<file path="src/rtl/multi_cycle_cpu.sv">
// Multi-cycle RV32I-subset core with one shared, ready-handshaked memory port.
// Optional jalr support is enabled by defining MULTI_CYCLE_CPU_JALR_EN.
module multi_cycle_cpu #(
    parameter logic [31:0] RESET_PC  = 32'h0000_0000,
    parameter int          REG_COUNT = 32
) (
    input  logic        clk_i,
    input  logic        rst_i,
    output logic        mem_req_o,
    output logic        mem_we_o,
    output logic [31:0] mem_addr_o,
    output logic [31:0] mem_wdata_o,
    input  logic [31:0] mem_rdata_i,
    input  logic        mem_ready_i,
    output logic        retire_o,
    output logic        halt_o
);
    localparam int RAW = $clog2(REG_COUNT);
    localparam logic [5:0] REG_LIMIT = 6'(REG_COUNT);

    typedef enum logic [2:0] {FETCH, DECODE, EXEC, MEM, WB, HALT} state_t;
    typedef enum logic [3:0] {
        OP_ADD, OP_SUB, OP_AND, OP_OR, OP_SLT, OP_ADDI,
        OP_LW, OP_SW, OP_BEQ, OP_JAL, OP_JALR
    } op_t;

    state_t      state_reg, state_next;
    op_t         op_reg, op_next, dec_op;
    logic [31:0] pc_reg, pc_next;
    logic [31:0] ir_reg, ir_next;
    logic [31:0] a_reg, a_next, b_reg, b_next;
    logic [31:0] imm_reg, imm_next;
    logic [31:0] res_reg, res_next;
    logic [31:0] addr_reg, addr_next;
    logic        retire_reg, retire_next;
    logic        active_reg;
    logic [31:0] rf [REG_COUNT];

    logic        wb_en;
    logic [31:0] wb_data;

    // Instruction fields
    logic [6:0]  opcode, funct7;
    logic [2:0]  funct3;
    logic [4:0]  rd, rs1, rs2;
    logic [31:0] imm_i, imm_s, imm_b, imm_j, dec_imm;
    logic        dec_legal, use_rs1, use_rs2, use_rd, reg_ok;

    assign opcode = ir_reg[6:0];
    assign rd     = ir_reg[11:7];
    assign funct3 = ir_reg[14:12];
    assign rs1    = ir_reg[19:15];
    assign rs2    = ir_reg[24:20];
    assign funct7 = ir_reg[31:25];
    assign imm_i  = {{20{ir_reg[31]}}, ir_reg[31:20]};
    assign imm_s  = {{20{ir_reg[31]}}, ir_reg[31:25], ir_reg[11:7]};
    assign imm_b  = {{19{ir_reg[31]}}, ir_reg[31], ir_reg[7], ir_reg[30:25], ir_reg[11:8], 1'b0};
    assign imm_j  = {{11{ir_reg[31]}}, ir_reg[31], ir_reg[19:12], ir_reg[20], ir_reg[30:21], 1'b0};

    always_comb begin
        dec_legal = 1'b1;
        dec_op    = OP_ADD;
        dec_imm   = imm_i;
        use_rs1   = 1'b0;
        use_rs2   = 1'b0;
        use_rd    = 1'b0;
        case (opcode)
            7'b0110011: begin
                use_rs1 = 1'b1;
                use_rs2 = 1'b1;
                use_rd  = 1'b1;
                case ({funct7, funct3})
                    10'b0000000_000: dec_op = OP_ADD;
                    10'b0100000_000: dec_op = OP_SUB;
                    10'b0000000_111: dec_op = OP_AND;
                    10'b0000000_110: dec_op = OP_OR;
                    10'b0000000_010: dec_op = OP_SLT;
                    default:         dec_legal = 1'b0;
                endcase
            end
            7'b0010011: begin
                dec_op    = OP_ADDI;
                dec_legal = (funct3 == 3'b000);
                use_rs1   = 1'b1;
                use_rd    = 1'b1;
            end
            7'b0000011: begin
                dec_op    = OP_LW;
                dec_legal = (funct3 == 3'b010);
                use_rs1   = 1'b1;
                use_rd    = 1'b1;
            end
            7'b0100011: begin
                dec_op    = OP_SW;
                dec_imm   = imm_s;
                dec_legal = (funct3 == 3'b010);
                use_rs1   = 1'b1;
                use_rs2   = 1'b1;
            end
            7'b1100011: begin
                dec_op    = OP_BEQ;
                dec_imm   = imm_b;
                dec_legal = (funct3 == 3'b000);
                use_rs1   = 1'b1;
                use_rs2   = 1'b1;
            end
            7'b1101111: begin
                dec_op  = OP_JAL;
                dec_imm = imm_j;
                use_rd  = 1'b1;
            end
`ifdef MULTI_CYCLE_CPU_JALR_EN
            7'b1100111: begin
                dec_op    = OP_JALR;
                dec_legal = (funct3 == 3'b000);
                use_rs1   = 1'b1;
                use_rd    = 1'b1;
            end
`endif
            default: dec_legal = 1'b0;
        endcase
    end

    // Only register fields the instruction actually uses are range-checked
    assign reg_ok = !((use_rs1 && ({1'b0, rs1} >= REG_LIMIT)) ||
                      (use_rs2 && ({1'b0, rs2} >= REG_LIMIT)) ||
                      (use_rd  && ({1'b0, rd}  >= REG_LIMIT)));

    logic [31:0] alu_out, pc_plus4, br_target, jalr_target;

    always_comb begin
        case (op_reg)
            OP_SUB:  alu_out = a_reg - b_reg;
            OP_AND:  alu_out = a_reg & b_reg;
            OP_OR:   alu_out = a_reg | b_reg;
            OP_SLT:  alu_out = {31'b0, $signed(a_reg) < $signed(b_reg)};
            OP_ADD:  alu_out = a_reg + b_reg;
            default: alu_out = a_reg + imm_reg;
        endcase
    end

    assign pc_plus4    = pc_reg + 32'd4;
    assign br_target   = pc_reg + imm_reg;
    assign jalr_target = alu_out & ~32'd1;

    always_comb begin
        state_next  = state_reg;
        op_next     = op_reg;
        pc_next     = pc_reg;
        ir_next     = ir_reg;
        a_next      = a_reg;
        b_next      = b_reg;
        imm_next    = imm_reg;
        res_next    = res_reg;
        addr_next   = addr_reg;
        retire_next = 1'b0;
        wb_en       = 1'b0;
        wb_data     = res_reg;
        case (state_reg)
            FETCH: begin
                if (active_reg && mem_ready_i) begin
                    ir_next    = mem_rdata_i;
                    state_next = DECODE;
                end
            end
            DECODE: begin
                if (!dec_legal || !reg_ok) begin
                    state_next = HALT;
                end else begin
                    a_next     = rf[rs1[RAW-1:0]];
                    b_next     = rf[rs2[RAW-1:0]];
                    imm_next   = dec_imm;
                    op_next    = dec_op;
                    state_next = EXEC;
                end
            end
            EXEC: begin
                case (op_reg)
                    OP_BEQ: begin
                        if (a_reg != b_reg) begin
                            pc_next     = pc_plus4;
                            retire_next = 1'b1;
                            state_next  = FETCH;
                        end else if (br_target[1:0] != 2'b00) begin
                            state_next = HALT;
                        end else begin
                            pc_next     = br_target;
                            retire_next = 1'b1;
                            state_next  = FETCH;
                        end
                    end
                    OP_JAL, OP_JALR: begin
                        if (op_reg == OP_JAL ? (br_target[1:0] != 2'b00)
                                             : (jalr_target[1:0] != 2'b00)) begin
                            state_next = HALT;
                        end else begin
                            wb_en       = 1'b1;
                            wb_data     = pc_plus4;
                            pc_next     = (op_reg == OP_JAL) ? br_target : jalr_target;
                            retire_next = 1'b1;
                            state_next  = FETCH;
                        end
                    end
                    OP_LW, OP_SW: begin
                        if (alu_out[1:0] != 2'b00) begin
                            state_next = HALT;
                        end else begin
                            addr_next  = alu_out;
                            state_next = MEM;
                        end
                    end
                    default: begin
                        res_next   = alu_out;
                        state_next = WB;
                    end
                endcase
            end
            MEM: begin
                if (mem_ready_i) begin
                    if (op_reg == OP_LW) begin
                        res_next   = mem_rdata_i;
                        state_next = WB;
                    end else begin
                        pc_next     = pc_plus4;
                        retire_next = 1'b1;
                        state_next  = FETCH;
                    end
                end
            end
            WB: begin
                wb_en       = 1'b1;
                pc_next     = pc_plus4;
                retire_next = 1'b1;
                state_next  = FETCH;
            end
            default: state_next = HALT;
        endcase
    end

    // active_reg holds off the first request until the first edge after reset release
    always_ff @(posedge clk_i or negedge rst_i) begin
        if (!rst_i) begin
            state_reg  <= FETCH;
            op_reg     <= OP_ADD;
            pc_reg     <= RESET_PC;
            ir_reg     <= '0;
            a_reg      <= '0;
            b_reg      <= '0;
            imm_reg    <= '0;
            res_reg    <= '0;
            addr_reg   <= '0;
            retire_reg <= 1'b0;
            active_reg <= 1'b0;
        end else begin
            state_reg  <= state_next;
            op_reg     <= op_next;
            pc_reg     <= pc_next;
            ir_reg     <= ir_next;
            a_reg      <= a_next;
            b_reg      <= b_next;
            imm_reg    <= imm_next;
            res_reg    <= res_next;
            addr_reg   <= addr_next;
            retire_reg <= retire_next;
            active_reg <= 1'b1;
        end
    end

    // x0 is never written, so it keeps its reset value of zero
    always_ff @(posedge clk_i or negedge rst_i) begin
        if (!rst_i) begin
            for (int i = 0; i < REG_COUNT; i++) rf[i] <= '0;
        end else if (wb_en && (rd != 5'd0)) begin
            rf[rd[RAW-1:0]] <= wb_data;
        end
    end

    assign mem_req_o   = active_reg && ((state_reg == FETCH) || (state_reg == MEM));
    assign mem_we_o    = (state_reg == MEM) && (op_reg == OP_SW);
    assign mem_addr_o  = (state_reg == MEM) ? addr_reg : pc_reg;
    assign mem_wdata_o = b_reg;
    assign retire_o    = retire_reg;
    assign halt_o      = (state_reg == HALT);

endmodule

</file>
<file path="config.mk">
export PLATFORM = sky130hd
export DESIGN_NAME = multi_cycle_cpu
export DESIGN_NICKNAME = d
export VERILOG_FILES = /design/src/rtl/multi_cycle_cpu.sv
export SDC_FILE = /design/constraint.sdc
export NUM_CORES = 2
export LEC_CHECK = 0
export BUFFER_PORTS_ARGS = -buffer_cell sky130_fd_sc_hd__buf_2
export CORE_MARGIN = 4
export CORE_UTILIZATION = 49
export DETAILED_ROUTE_END_ITERATION = 10
export SETUP_SLACK_MARGIN = 0.5
export SLEW_MARGIN = 15
export SYNTH_ARGS = -nofsm -noshare
export SYNTH_HDL_FRONTEND = slang
export SYNTH_SLANG_ARGS = --single-unit
</file>
<file path="constraint.sdc">
create_clock -name clk_i -period 11.5 [get_ports clk_i]
set_input_delay 2.875 -clock clk_i [delete_from_list [all_inputs] [get_ports clk_i]]
set_output_delay 2.875 -clock clk_i [all_outputs]
set_load 0.01 [all_outputs]
</file>
==> results.yml <==
clocking:
  clk_latency_ns: 0.79
  clk_pin_slew_ns: 0.07
  post_cts_buffers: 0
  clock_path_buffers: 3
  tritoncts: "done"
  holdBufCountCts: 0
  cts.sinks: 1246
  h-tree-depth: 4
  cts_resized: 0
  cts_root_buffer: "clkbuf_16"
  cts_buffers: 139
routing:
  viasPerCell: 6.27
  wl_per_cell_um: 27.5
  first_pass_iters: 5
  drt_iter0_drc: 5517
  drtAntennaViolNets: 0
  totalWireLength_mm: 225
  dr_total_vias: 51259
  drc: 0
synthesis:
  synth_edf_count: 0
  synth.avg_cell_area_sq_um: 10.8
  yosysWarnings: 0
  synth_fp_nets: 6616
  ys_seq_area_share_pct: 45.2
  async_flop_share_pct: 100
  syn_area_sq_um: 69000
  yosysUniqueCellTypes: 82
  syn_inst: 6419
  ys_ff_latch: 1246
  ys.flop_type: "dfrtp_1"
sta:
  final-max-slew-violation-count: 0
  finalSetupTns_ns: 0
  rsz0062_at_grt: "false"
  period_share_pct: 53.9
  max_freq_ghz: 0.161
  tightest_slew_ns: 1.21
  finalHoldViolCount: 0
  slew_headroom_pct: 19.5
  setup_viol: 0
  fin_skew_ns: 0.0271
  finalCriticalPeriod_ns: 6.20
setup_path:
  critPathKind: "reg2out"
  endpoint_kind: "primary output"
  cp-start-kind: "flip-flop"
  critical_path.max_fanout: 42
  reg2reg_depth: 15
  cp.arrival_ns: 3.32
  required_ns: 8.63
place:
  dpl_cell_area_sq_um: 71000
  numPortBuffers: 102
  hpwl_mm: 137
  gp_congestion: 0.965
worst_hold_path:
  hp-class: "reg2reg"
  worstHoldPathCells: 0
power:
  power_frac_clock_pct: 26.5
  ir_drop_v: 0.000304
  internal-power_w: 0.0102
  p_leak_nw: 32.0
  p_sw_w: 0.00688
  power_density_nw_per_um2: 226
  power_frac_comb_pct: 40.4
  p_sw_share_pct: 40.2
  seqPwrFrac_pct: 33.1
final_layout:
  nets: 6377
  multi_input_area_sq_um: 35700
  seq_area_sq_um: 31200
  area_growth_pct: 9.61
  drive_above_1_share_pct: 19.7
  largest_reg_flops: 1024
  nFillCells: 12093
  design_area_sq_um: 75700
  utilization_pct: 54.2
  regMostFlops: "rf"
global_routing:
  grt_pass1_wl_mm: 338
  grt_antenna_before_repair: 2
  grtUsageTotal_pct: 30.8
  grt_max_degree: 172
  grt_pass1_vias: 50398
  grt-ovfl-total: 0
floorplan:
  dieHeight_um: 383
  num_io_pins: 103
  fp.dieW_um: 383
  row_count: 137
  die-area_sq_um: 147000
  initial_utilization_pct: 49.4
  core_sq_um: 140000
status:
  status: "completed"
run:
  drv_cap: 0
## power by group through the flow
stage               combinational (W)  sequential [W]  clock [W]
finish                        0.00690         0.00566    0.00454
global route                  0.00737         0.00572    0.00478
CTS                           0.00687         0.00564    0.00459
detailed placement            0.00684         0.00571          0
global placement              0.00682         0.00569          0
floorplan                     0.00500         0.00517          0
## stage by stage
| stage | hold slack [ns] | cells | setup WS (ns) | power, W |
|---|---|---|---|---|
| floorplan | 0.441 | 6419 | 6.78 | 0.0102 |
| global placement | 0.376 | 7915 | 5.70 | 0.0125 |
| detailed placement | 0.384 | 7915 | 5.58 | 0.0126 |
| CTS | 0.396 | 8167 | 5.29 | 0.0171 |
| global route | 0.407 | 8167 | 5.16 | 0.0179 |
| finish | 0.395 | 8170 | 5.30 | 0.0171 |
## path summary, 6_finish.rpt
kind,slack [ns],start,end
min reg2reg,0.39,rf[1014]$_DFFE_PN0P_,rf[1014]$_DFFE_PN0P_
min,0.39,rf[1014]$_DFFE_PN0P_,rf[1014]$_DFFE_PN0P_
max reg2reg,5.51,op_reg[1]$_DFFE_PN0P_,rf[798]$_DFFE_PN0P_
max,5.30,state_reg[2]$_DFFE_PN0P_,mem_addr_o[19]
min in group asynchronous,2.11,rst_i,rf[452]$_DFFE_PN0P_
max in group asynchronous,7.11,rst_i,rf[465]$_DFFE_PN0P_
## cell families after synthesis
logic type,synth area share (%)
flip-flops,45.2
AND/OR/NAND/NOR,10.5
buffers and inverters,3.85
AO/OA/AOI/OAI,12.9
multiplexers,23.3
XOR/XNOR,1.29
other,0.00543
adder cells (fa/ha/maj),2.97
## per-layer routing
layer	GRT usage, %	vias up	wire (um)
li1	-	22697	-
met1	43.5	26048	94500
met2	47.7	2035	103000
met3	5.86	479	17700
met4	12.0	0	9320
met5	0	-	0
## synthesized netlist by cell type (all sizes together) (43+ instances only)
cell | n | area (sq um)
a21oi | 272 | 1370
buf | 88 | 393
clkbuf | 493 | 1850
dfrtp | 1246 | 31200
ha | 159 | 1990
inv | 111 | 417
mux2 | 75 | 845
mux2i | 85 | 851
mux4 | 640 | 14400
nand2 | 1291 | 4850
nor2 | 256 | 982
o21ai | 1128 | 5650
xnor2 | 59 | 517
xor2 | 43 | 377
## critical path, stage by stage (launching register included)
cell and delay, ns:
dfrtp_1 0.71, or3_2 0.94, buf_4 0.51, nand2_1 0.10
nand2_1 0.10, buf_2 0.14
## cell usage in the layout, fill, tap and decap left out, types with 31 or more instances in the layout
cell type and count:
a21o_1 33, a21oi_1 259, buf_2 101, buf_4 89, clkbuf_1 34, clkbuf_16 140, clkbuf_8 33, dfrtp_1 1236
ha_1 159, inv_1 109, mux2_2 75, mux2i_1 78, mux4_2 640, nand2_1 1260, nand2_4 31, nand3_1 37
nor2_1 251, nor3_1 35, o21ai_0 1063, o21ai_1 52, xnor2_1 59, xor2_1 43
## area by class of cell
class	instances	area share, %
Multi-Input combinational cell	4481	47.1
Sequential cell	1246	41.3
Clock inverter	45	0.708
Timing Repair Buffer	201	1.84
Tap cell	1876	3.10
Antenna cell	3	0.00992
Inverter	111	0.551
Clock buffer	207	5.40
Note: power is estimated with default switching activity, not from simulation.
